### src/rtl/fetch_if_id_if.sv
// Fetch-stage bus bundle: hazard-unit controls, ID-stage redirect, instruction memory
// and the IF/ID register outputs. The master modport belongs to the fetch stage.
interface fetch_if_id_if #(
  parameter int unsigned PC_W    = 16,
  parameter int unsigned INSTR_W = 16
);
  // Hazard unit
  logic [1:0]         stall_c;
  logic               wrt_IF_ID;
  // ID-stage redirect
  logic               br_taken;
  logic [PC_W-1:0]    br_target;
  // Instruction memory
  logic [INSTR_W-1:0] imem_data;
  logic [PC_W-1:0]    imem_addr;
  logic               imem_en;
  // IF/ID register and stage status
  logic [INSTR_W-1:0] instr_IF_ID;
  logic [PC_W-1:0]    pc_inc_IF_ID;
  logic               valid_IF_ID;
  logic               bubble_ID;
  logic               halt_fetch;

  modport master (
    input  stall_c, wrt_IF_ID, br_taken, br_target, imem_data,
    output imem_addr, imem_en, instr_IF_ID, pc_inc_IF_ID, valid_IF_ID, bubble_ID, halt_fetch
  );

  modport slave (
    output stall_c, wrt_IF_ID, br_taken, br_target, imem_data,
    input  imem_addr, imem_en, instr_IF_ID, pc_inc_IF_ID, valid_IF_ID, bubble_ID, halt_fetch
  );
endinterface

### src/rtl/fetch_if_id.sv
// Fetch stage and IF/ID pipeline register of the 16-bit RISC core. Owns the PC, runs
// multi-cycle hazard stalls, applies ID-stage redirects and stops fetching on HALT.
module fetch_if_id #(
  parameter int unsigned         PC_W      = 16,
  parameter int unsigned         INSTR_W   = 16,
  parameter logic [PC_W-1:0]     RESET_PC  = '0,
  parameter logic [INSTR_W-1:0]  NOP_INSTR = 16'h0800
) (
  input  logic                 clk,
  input  logic                 rst,
  fetch_if_id_if.master        bus
);

  localparam logic [4:0] OpHalt = 5'b00000;

  logic [PC_W-1:0]    pc_q, pc_d;
  logic [1:0]         scnt_q, scnt_d;
  logic [INSTR_W-1:0] instr_q, instr_d;
  logic [PC_W-1:0]    pc_inc_q, pc_inc_d;
  logic               valid_q, valid_d;
  logic               halt_q, halt_d;

  logic               stall_now;
  logic [1:0]         stall_len;
  logic [PC_W-1:0]    pc_plus2;
  logic               is_halt;

  // Stall detection and the combinational bus outputs.
  always_comb begin
    stall_now     = (scnt_q != 2'd0) | ~bus.wrt_IF_ID;
    stall_len     = (bus.stall_c == 2'b00) ? 2'd1 : bus.stall_c;
    pc_plus2      = pc_q + PC_W'(2);
    is_halt       = (bus.imem_data[INSTR_W-1 -: 5] == OpHalt);
    bus.imem_addr = pc_q;
    bus.imem_en   = ~rst & ~halt_q & ~stall_now;
    bus.bubble_ID = stall_now;
  end

  // Stall counter: a new stall is only armed from idle; a running one ignores new requests.
  always_comb begin
    scnt_d = 2'd0;
    if (scnt_q != 2'd0) begin
      scnt_d = scnt_q - 2'd1;
    end else if (!bus.wrt_IF_ID) begin
      scnt_d = stall_len - 2'd1;
    end
  end

  // PC and IF/ID next state; priority stall > redirect > halted > normal fetch.
  always_comb begin
    pc_d     = pc_q;
    instr_d  = instr_q;
    pc_inc_d = pc_inc_q;
    valid_d  = valid_q;
    halt_d   = halt_q;
    if (stall_now) begin
      // Hold everything.
    end else if (bus.br_taken) begin
      pc_d     = bus.br_target;
      instr_d  = NOP_INSTR;
      pc_inc_d = '0;
      valid_d  = 1'b0;
    end else if (halt_q) begin
      instr_d  = NOP_INSTR;
      pc_inc_d = '0;
      valid_d  = 1'b0;
    end else begin
      instr_d  = bus.imem_data;
      pc_inc_d = pc_plus2;
      valid_d  = 1'b1;
      if (is_halt) begin
        // HALT enters IF/ID, but the PC stays on it.
        halt_d = 1'b1;
      end else begin
        pc_d   = pc_plus2;
      end
    end
  end

  // State registers with synchronous reset; reset also aborts any stall in progress.
  always_ff @(posedge clk) begin
    if (rst) begin
      pc_q     <= RESET_PC;
      scnt_q   <= 2'd0;
      instr_q  <= NOP_INSTR;
      pc_inc_q <= '0;
      valid_q  <= 1'b0;
      halt_q   <= 1'b0;
    end else begin
      pc_q     <= pc_d;
      scnt_q   <= scnt_d;
      instr_q  <= instr_d;
      pc_inc_q <= pc_inc_d;
      valid_q  <= valid_d;
      halt_q   <= halt_d;
    end
  end

  // Registered outputs.
  always_comb begin
    bus.instr_IF_ID  = instr_q;
    bus.pc_inc_IF_ID = pc_inc_q;
    bus.valid_IF_ID  = valid_q;
    bus.halt_fetch   = halt_q;
  end

endmodule

### src/flat_wrapper.sv
// flat-port wrapper written by rule: the top's interface ports become plain ports
module fetch_if_id_flat 
#(
  parameter int unsigned         PC_W      = 16,
  parameter int unsigned         INSTR_W   = 16,
  parameter logic [PC_W-1:0]     RESET_PC  = '0,
  parameter logic [INSTR_W-1:0]  NOP_INSTR = 16'h0800
)
  (clk, rst, bus_stall_c, bus_wrt_IF_ID, bus_br_taken, bus_br_target, bus_imem_data, bus_imem_addr, bus_imem_en, bus_instr_IF_ID, bus_pc_inc_IF_ID, bus_valid_IF_ID, bus_bubble_ID, bus_halt_fetch);
  fetch_if_id_if #(.PC_W(PC_W), .INSTR_W(INSTR_W)) bus_i ();
  input  logic clk;
  input  logic rst;
  input wire logic [$bits(bus_i.stall_c)-1:0] bus_stall_c;
  input wire logic [$bits(bus_i.wrt_IF_ID)-1:0] bus_wrt_IF_ID;
  input wire logic [$bits(bus_i.br_taken)-1:0] bus_br_taken;
  input wire logic [$bits(bus_i.br_target)-1:0] bus_br_target;
  input wire logic [$bits(bus_i.imem_data)-1:0] bus_imem_data;
  output wire logic [$bits(bus_i.imem_addr)-1:0] bus_imem_addr;
  output wire logic [$bits(bus_i.imem_en)-1:0] bus_imem_en;
  output wire logic [$bits(bus_i.instr_IF_ID)-1:0] bus_instr_IF_ID;
  output wire logic [$bits(bus_i.pc_inc_IF_ID)-1:0] bus_pc_inc_IF_ID;
  output wire logic [$bits(bus_i.valid_IF_ID)-1:0] bus_valid_IF_ID;
  output wire logic [$bits(bus_i.bubble_ID)-1:0] bus_bubble_ID;
  output wire logic [$bits(bus_i.halt_fetch)-1:0] bus_halt_fetch;
  assign bus_i.stall_c = bus_stall_c;
  assign bus_i.wrt_IF_ID = bus_wrt_IF_ID;
  assign bus_i.br_taken = bus_br_taken;
  assign bus_i.br_target = bus_br_target;
  assign bus_i.imem_data = bus_imem_data;
  assign bus_imem_addr = bus_i.imem_addr;
  assign bus_imem_en = bus_i.imem_en;
  assign bus_instr_IF_ID = bus_i.instr_IF_ID;
  assign bus_pc_inc_IF_ID = bus_i.pc_inc_IF_ID;
  assign bus_valid_IF_ID = bus_i.valid_IF_ID;
  assign bus_bubble_ID = bus_i.bubble_ID;
  assign bus_halt_fetch = bus_i.halt_fetch;
  fetch_if_id #(.PC_W(PC_W), .INSTR_W(INSTR_W), .RESET_PC(RESET_PC), .NOP_INSTR(NOP_INSTR)) u_core (.clk(clk), .rst(rst), .bus(bus_i));
endmodule
### config.mk
export PLATFORM = sky130hd
export DESIGN_NAME = fetch_if_id_flat
export DESIGN_NICKNAME = d
export VERILOG_FILES = /design/src/rtl/fetch_if_id_if.sv /design/src/rtl/fetch_if_id.sv /design/src/flat_wrapper.sv
export SDC_FILE = /design/constraint.sdc
export NUM_CORES = 1
export LEC_CHECK = 0
export BUFFER_PORTS_ARGS = -buffer_cell sky130_fd_sc_hd__buf_4
export CORE_ASPECT_RATIO = 1.75
export CORE_UTILIZATION = 46
export CTS_BUF_LIST = sky130_fd_sc_hd__clkbuf_2 sky130_fd_sc_hd__clkbuf_4 sky130_fd_sc_hd__clkbuf_8
export DETAILED_ROUTE_END_ITERATION = 10
export GPL_ROUTABILITY_DRIVEN = 0
export PLACE_DENSITY = 0.85
export SYNTH_ARGS = -nofsm -noshare
export SYNTH_HDL_FRONTEND = slang
export SYNTH_SLANG_ARGS = --single-unit
### constraint.sdc
create_clock -name clk -period 1.6 [get_ports clk]
set_input_delay 0.32 -clock clk [delete_from_list [all_inputs] [get_ports clk]]
set_output_delay 0.32 -clock clk [all_outputs]
set_load 0.03 [all_outputs]
After elaboration in Yosys (flattened, before gate mapping). Index checks and enable logic that the tools add are counted.

$add $sub $neg: 3. Eq/ne operators: 2. Muxes and demuxes: 14. Bitwise operators: 8. Reduce and logical (&&, ||, !) cells: 5.

Operators with widths (number): 16-bit two-way mux (7); 16-bit by 2-bit adder with 16-bit output (second input constant) (1); 2-bit two-way mux (3); 5-bit logical NOT (1); 1-bit NOT (5); 1-bit two-way mux (4); 2-bit != test (second input constant) (2); 2-bit by 1-bit subtractor with 2-bit output (second input constant) (2); 3-bit AND reduction (1); 1-bit AND (2); 2-bit logical NOT (1); 2-bit AND reduction (1); 2-bit nonzero test (1); 1-bit bitwise OR (1).

Register bits after elaboration: 52. Input port bits: 38. Output and inout bits: 52. Word-level logic and storage cells: 38.

Logic depth before layout (Yosys ltp). Gate-level depths: netlist (run 1).

Depth after elaboration: 5. Mapped depth: 7. Depth with buffers taken out: 5.

Worst setup path before layout (run 1). No wires, ideal clock.

Kind: reg2out. Start: reg u_core.scnt_q[0]. End: out bus_imem_en. Data arrival time: 1.959 ns. Required time: 1.280 ns. Path slack: -0.679 ns. Cell stages (with the launch flop): 6. Buffers on the path: 2. Cell sequence: dfxtp_1 nor3b_4 inv_4 buf_6 clkbuf_1 nor3_1.

Longest elaborated chain between the ends: 4.

Ends and longest elaborated chain: start: declaration (line fetch_if_id.sv:17) `logic [1:0] scnt_q, scnt_d;`; start signal: assignment (line fetch_if_id.sv:91) `scnt_q <= scnt_d;`; 2-bit nonzero test (line fetch_if_id.sv:30) `stall_now = (scnt_q != 2'd0) | ~bus.wrt_IF_ID;`; 1-bit bitwise OR (line fetch_if_id.sv:30); via bus_bubble_ID (line flat_wrapper.sv:23) `output wire logic [$bits(bus_i.bubble_ID)-1:0] bus_bubble_ID;`; 1-bit NOT (line fetch_if_id.sv:35) `bus.imem_en = ~rst & ~halt_q & ~stall_now;`; 1-bit AND (line fetch_if_id.sv:35); end: declaration (line flat_wrapper.sv:19) `output wire logic [$bits(bus_i.imem_en)-1:0] bus_imem_en;`.

The timed path passes the listed nets, and every way through them passes these cells.

Final worst setup path (run 1).
Start: reg u_core.scnt_q[0]. End: out bus_imem_en.

Longest elaborated chain between the ends: 4.

Ends and longest elaborated chain (line): 2-bit nonzero test (fetch_if_id.sv:30); 1-bit bitwise OR (fetch_if_id.sv:30); 1-bit NOT (fetch_if_id.sv:35); 1-bit AND (fetch_if_id.sv:35).

No other way between the ends.

==> flow_summary.yaml, run 1 <==
detailed_routing:
  first_iter_violations: 127
  drt-pass1-iter-count: 8
  postRouteAntennaNets: 0
  via_count: 2705
  route.detailed.drc: 6
  vias_per_cell: 5.88
  route.detailed.wl_per_inst_um: 16.8
  wirelength_um: 7720
floorplanning:
  dieArea_um2: 5710
  die_x_um: 57.5
  fp.coreArea_um2: 5210
  start_util_pct: 47.7
  boundaryPins: 90
  die-height_um: 99.2
  rows: 35
setup_path:
  required_ns: 1.28
  rr_startpoint: "u_core.scnt_q[0]$_SDFF_PP0_"
  cp.arrival_ns: 1.39
  end_kind: "primary output"
  path_class: "flop to primary output"
  crit_path_start_kind: "flop"
  critPathMaxFanout: 6
  crit_start: "u_core.scnt_q[0]$_SDFF_PP0_"
power_and_ir_drop:
  leakagePower_nw: 1.54
  power_density_nw_per_um2: 817
  finalPower_w: 0.00302
  peakVddDrop_mv: 0.556
place:
  post-place-ws_ns: -0.0239
  io_buffers: 89
  dp_hpwl_um: 5380
cells_and_area:
  drive_gt1_share_pct: 42.5
  fillCellCount: 399
  n_antenna_cell: 0
  seqCellArea_um2: 1060
  final_core_utilization_pct: 71.1
  final_nets: 443
  area_growth_pct: 49.1
  multiInputGateArea_um2: 1410
outcome:
  violations: "design-rule violations, negative setup slack"
  status: "finished with violations"
clocking:
  cts_tree: "yes"
  clkSlewWorstSetupHoldPaths_ns: 0.11
  cts.path.max_buffers: 2
  numClockSinks: 52
  clockRootBuffer: "clkbuf_8"
  cts_max_level: 2
  clk_latency_ns: 0.32
  cts_buffers: 5
timing:
  period_share_pct: 107
  setup_violations: 8
  setup_slack_ns: -0.112
  min_period_ns: 1.71
  relSlewSlack_pct: 64.0
  finalHoldViolations: 0
  worstMarginPinSlew_ns: 0.538
  slew_viol_final: 0
  worst_clock_skew_ns: 0.0105
  rsz0062_at_grt: "yes"
  max_freq_mhz: 584
synth:
  yosys_register_bits: 52
  yosys_warnings: 0
  ys.flop_type: "dfxtp_1"
  syn-num-nets: 328
  syn_area_per_cell_um2: 8.59
  synth_cell_types: 57
  synth.top_cell.area_share_pct: 41.9
  synth_edf_count: 0
  yosys.cell_count.top_type: "dfxtp_1"
  synth_area_leaders: "dfxtp_1 42%, a22oi_1 6.0%, nor2_1 4.5%"
  yosysTopAreaCell: "dfxtp_1"
  postSynthCellCount: 289
  synth_common_cells: "52 x dfxtp_1, 30 x nor2_1, 25 x nand2_1"
  async_reset_ff_share_pct: 0
  yosysSeqAreaShare_pct: 41.9
  synth_area_um2: 2480
global_routing:
  overflow: 0
  grt_max_degree: 32
  first_global_vias: 2579
  antenna_found_initial: 0
  grt_usage_pct: 25.9
  grt_pass1_wl_um: 11700
hold_path:
  worstHoldPathType: "primary input to flop"
  hp-start: "bus_imem_data[13]"
run:
  max_cap_viol_count: 0
## per-stage QoR
| stage | hold WS, ns | instance area [um^2] | std cells | TNS (ns) |
|---|---|---|---|---|
| floorplan | 0.448 | 2560 | 289 | -0.177 |
| finish | 0.235 | 3700 | 460 | -0.248 |
| CTS | 0.229 | 3610 | 456 | -0.130 |
| global placement | 0.448 | 3430 | 446 | -0.0122 |
| detailed placement | 0.458 | 3430 | 446 | -0.0820 |
| global route | 0.236 | 3700 | 460 | -1.50 |
## path summary, 6_finish.rpt
check / endpoint / slack (ns) / depth (start not counted)
setup / recovery: bus_imem_en / -0.11 / 5
hold / removal: u_core.bus.instr_IF_ID[13]$_SDFFE_PP0N_ / 0.24 / 3
setup reg to reg: u_core.bus.imem_addr[13]$_SDFFE_PP0P_ / -0.05 / 7
hold reg to reg: u_core.bus.pc_inc_IF_ID[2]$_SDFFE_PP0N_ / 0.47 / 2
## cells in the final DEF, fill, tap and decap left out, types with 4 or more instances in the layout
master / n
buf_4: 122
dfxtp_1: 41
nor2_1: 30
nand2_1: 25
a21oi_1: 22
a22oi_1: 16
o21ai_1: 11
nand2b_1: 9
dfxtp_2: 9
xnor2_1: 8
nand3b_1: 7
nor3_1: 7
nand3_1: 6
o21ai_0: 6
clkbuf_8: 5
inv_1: 4
a22oi_2: 4
## kinds of logic after synthesis
| logic type | synth area share (%) |
|---|---|
| simple gates | 23.9 |
| xor+xnor | 3.17 |
| buf+inv | 5.39 |
| fa+ha+maj | 0.504 |
| mux | 0.403 |
| compound gates | 24.7 |
| flops | 41.9 |
## power breakdown
part	switching (W)	internal, W
clock	0.000469	0.000472
combinational	0.000372	0.000307
sequential	0.0000554	0.00135
total	0.000897	0.00213
## registers in the layout, summed over array words and instances, names as in the netlist
| signal | flops |
|---|---|
| u_core.bus.imem_addr | 16 |
| u_core.bus.instr_IF_ID | 16 |
| u_core.bus.pc_inc_IF_ID | 16 |
| u_core.scnt_q | 2 |
| u_core.bus.halt_fetch | 1 |
| u_core.bus.valid_IF_ID | 1 |
## critical path: stages, from the launching register on
cell and delay (ns):
dfxtp_2 0.35, nor3b_4 0.24, inv_4 0.06, buf_8 0.13
nor3_4 0.16, buf_6 0.15
## per-layer routing
layer	wire length, um	vias to the layer above	GRT usage, %
met2	4310	109	47.9
met5	0	-	0
met3	408	14	4.29
li1	-	1281	-
met4	151	0	13.1
met1	2850	1301	27.4
## timing repair
item / in CTS / in global routing
endpoints found under the setup margin: 4 / 19
gates resized for setup: 10 / 9
cloned: 0 / 2
buffers inserted: 2 / 2
pin swaps: 2 / 4
hold buffers: 0 / 0
## layout make-up
type | instances | share of cell area, %
multi-input cells | 211 | 38.2
repair buffers | 129 | 27.7
inverters | 5 | 0.574
clock buffers | 5 | 1.86
clock inverters | 3 | 1.25
well taps | 55 | 1.86
flip-flops and latches | 52 | 28.6
Power figures use the tool's default switching activity.
==> run 2, diff against run 1 <==
--- a/config.mk
+++ b/config.mk
@@ -6,7 +6,6 @@
 export NUM_CORES = 1
 export LEC_CHECK = 0
 export BUFFER_PORTS_ARGS = -buffer_cell sky130_fd_sc_hd__buf_4
-export CORE_ASPECT_RATIO = 1.75
 export CORE_UTILIZATION = 46
 export CTS_BUF_LIST = sky130_fd_sc_hd__clkbuf_2 sky130_fd_sc_hd__clkbuf_4 sky130_fd_sc_hd__clkbuf_8
 export DETAILED_ROUTE_END_ITERATION = 10
==> run 2 against run 1 <==
  * The flow finishes with violations (negative setup slack)
  * Cell count grew 3.3%
  * Combinational power increased by 3%
  * First-iteration DRC count increased by 98%
  * Count of clock-buffer cells in the layout did not move
  * Core utilization grew 1.5 points
  * Sequential power is essentially flat
==> flow_summary.yaml, run 2 (same netlist as run 1, synthesis figures left out) <==
clocking:
  clockRootBuffer: "clkbuf_8"
  cts_buffers: 5
  cts_max_level: 2
  cts_tree: "yes"
  clk_latency_ns: 0.32
  clkSlewWorstSetupHoldPaths_ns: 0.10
  cts.path.max_buffers: 2
  numClockSinks: 52
  cts.hold.buffers_added: 0
cells_and_area:
  final_nets: 443
  seqCellArea_um2: 1060
  final_cell_mix: "119 x buf_4, 41 x dfxtp_1, 30 x nor2_1"
  multiInputGateArea_um2: 1400
  n_antenna_cell: 0
  final_common_cell: "buf_4"
  final_area_um2: 3730
  final_cells: 475
  fillCellCount: 408
  area_growth_pct: 50.2
  drive_gt1_share_pct: 42.5
run:
  max_cap_viol_count: 0
setup_path:
  cp.arrival_ns: 1.42
  crit_path_start_kind: "flop"
  rrSetupSlack_ns: -0.11
  required_ns: 1.28
  rr_startpoint: "u_core.scnt_q[0]$_SDFF_PP0_"
  ff2ff_path_depth: 6
  end_kind: "primary output"
  crit_start: "u_core.scnt_q[0]$_SDFF_PP0_"
  critPathMaxFanout: 2
  reg2reg_to: "u_core.bus.imem_addr[11]$_SDFFE_PP0P_"
  crit_end: "bus_imem_en"
  path_class: "flop to primary output"
power_and_ir_drop:
  pwr-share-seq_pct: 43.6
  power_frac_clock_pct: 34.5
  p_comb_share_pct: 21.9
  power_switching_w: 0.000894
  internal_power_w: 0.00229
  p_sw_share_pct: 28.1
  peakVddDrop_mv: 0.631
  leakagePower_nw: 1.55
  power_density_nw_per_um2: 854
detailed_routing:
  first_iter_violations: 252
  postRouteAntennaNets: 0
  route.detailed.wl_per_inst_um: 16.0
  via_count: 2697
  drt-pass1-iter-count: 5
  wirelength_um: 7610
  route.detailed.drc: 0
  vias_per_cell: 5.68
timing:
  setup_slack_ns: -0.141
  worstMarginPinSlew_ns: 0.522
  setup_violations: 10
  finalHoldViolations: 0
  min_period_ns: 1.74
  rsz0062_at_grt: "yes"
  worst_clock_skew_ns: 0.0136
  max_freq_mhz: 574
  slew_viol_final: 0
  period_share_pct: 109
  relSlewSlack_pct: 65.1
place:
  placed_area_um2: 3440
  io_buffers: 89
  dpl.cell_count: 460
  dp_hpwl_um: 5020
floorplanning:
  dieArea_um2: 5700
  boundaryPins: 90
  fp.coreArea_um2: 5140
  die-height_um: 75.5
  start_util_pct: 48.3
  die_x_um: 75.5
  rows: 26
hold_path:
  worstHoldPathType: "primary input to flop"
outcome:
  violations: "negative setup slack"
  status: "finished with violations"
global_routing:
  grt_max_degree: 38
  grt_pass1_wl_um: 11200
  first_global_vias: 2422
  overflow: 0
  grt_usage_pct: 26.1
  antenna_found_initial: 0
run 2: cell types whose count changed in the layout (fill, tap and decap cells not counted), moves of 3 or more:
cell / previous run / this run
buf_4: 122 / 119
buf_6: 3 / 7
a22oi_1: 16 / 20
a22oi_2: 4 / 0
run 2: cell type report:
class	count	area share [%]
inverter	5	0.570
multi-input combinational	211	37.4
tap	70	2.35
sequential	52	28.5
clock inverter	3	1.84
clock buffer	5	1.84
timing repair buffer	129	27.5
run 2: power groups by stage:
stage,Combinational (W),Clock (W),Sequential [W]
2_1_floorplan,0.000263,0,0.00153
3_3_place_gp,0.000624,0,0.00142
3_5_place_dp,0.000634,0,0.00142
4_1_cts,0.000664,0.00111,0.00139
5_1_grt,0.000745,0.00116,0.00140
6_report,0.000698,0.00110,0.00139
run 2: per-layer routing:
metal,vias to the layer above,global-route usage [%],part of all wire [%]
met5,-,0,0
met4,0,10.3,1.7
met3,10,4.89,7.6
met2,119,43.7,49
met1,1282,33.4,41
li1,1286,-,-
run 2: timing repair:
| action | in CTS | in global routing |
|---|---|---|
| gates cloned | 0 | 3 |
| hold endpoints to repair | 0 | 0 |
| setup buffers | 3 | 1 |
| endpoints found under the setup margin | 4 | 37 |
| gates resized for setup | 10 | 13 |
| pin swaps | 2 | 3 |
run 2: worst min path at each step:
| stage | slack (ns) | to | start | cells past startpoint |
|---|---|---|---|---|
| 6_report | 0.23 | u_core.bus.instr_IF_ID[7]$_SDFFE_PP0N_ | bus_imem_data[7] | 3 |
| 5_1_grt | 0.23 | u_core.bus.instr_IF_ID[7]$_SDFFE_PP0N_ | bus_imem_data[7] | 3 |
| 4_1_cts | 0.23 | u_core.bus.instr_IF_ID[7]$_SDFFE_PP0N_ | bus_imem_data[7] | 3 |
| 3_5_place_dp | 0.45 | u_core.bus.valid_IF_ID$_SDFFE_PP0N_ | u_core.bus.valid_IF_ID$_SDFFE_PP0N_ | 2 |
| 3_3_place_gp | 0.44 | u_core.bus.pc_inc_IF_ID[9]$_SDFFE_PP0N_ | u_core.bus.pc_inc_IF_ID[9]$_SDFFE_PP0N_ | 2 |
| 2_1_floorplan | 0.45 | u_core.bus.instr_IF_ID[11]$_SDFFE_PP1N_ | bus_imem_data[11] | 2 |
run 2: critical path, cell delays in order, from the launching register on:
cell,delay (ns)
dfxtp_4,0.36
nor3b_4,0.25
inv_4,0.07
buf_6,0.13
nor3_4,0.15
buf_6,0.15
run 2: through the flow:
stage                     setup WS [ns]  power (W)  utilization [%]  setup TNS, ns  hold slack (ns)
after detailed placement        -0.0358    0.00205             67.0         -0.319            0.453
after floorplan                  -0.128    0.00179                -         -0.177            0.448
after CTS                        -0.153    0.00316             71.1         -0.279            0.230
after global placement          -0.0230    0.00204             67.0        -0.0652            0.439
after global routing             -0.198    0.00330             72.6          -1.29            0.232
final                            -0.141    0.00319             72.6         -0.503            0.231
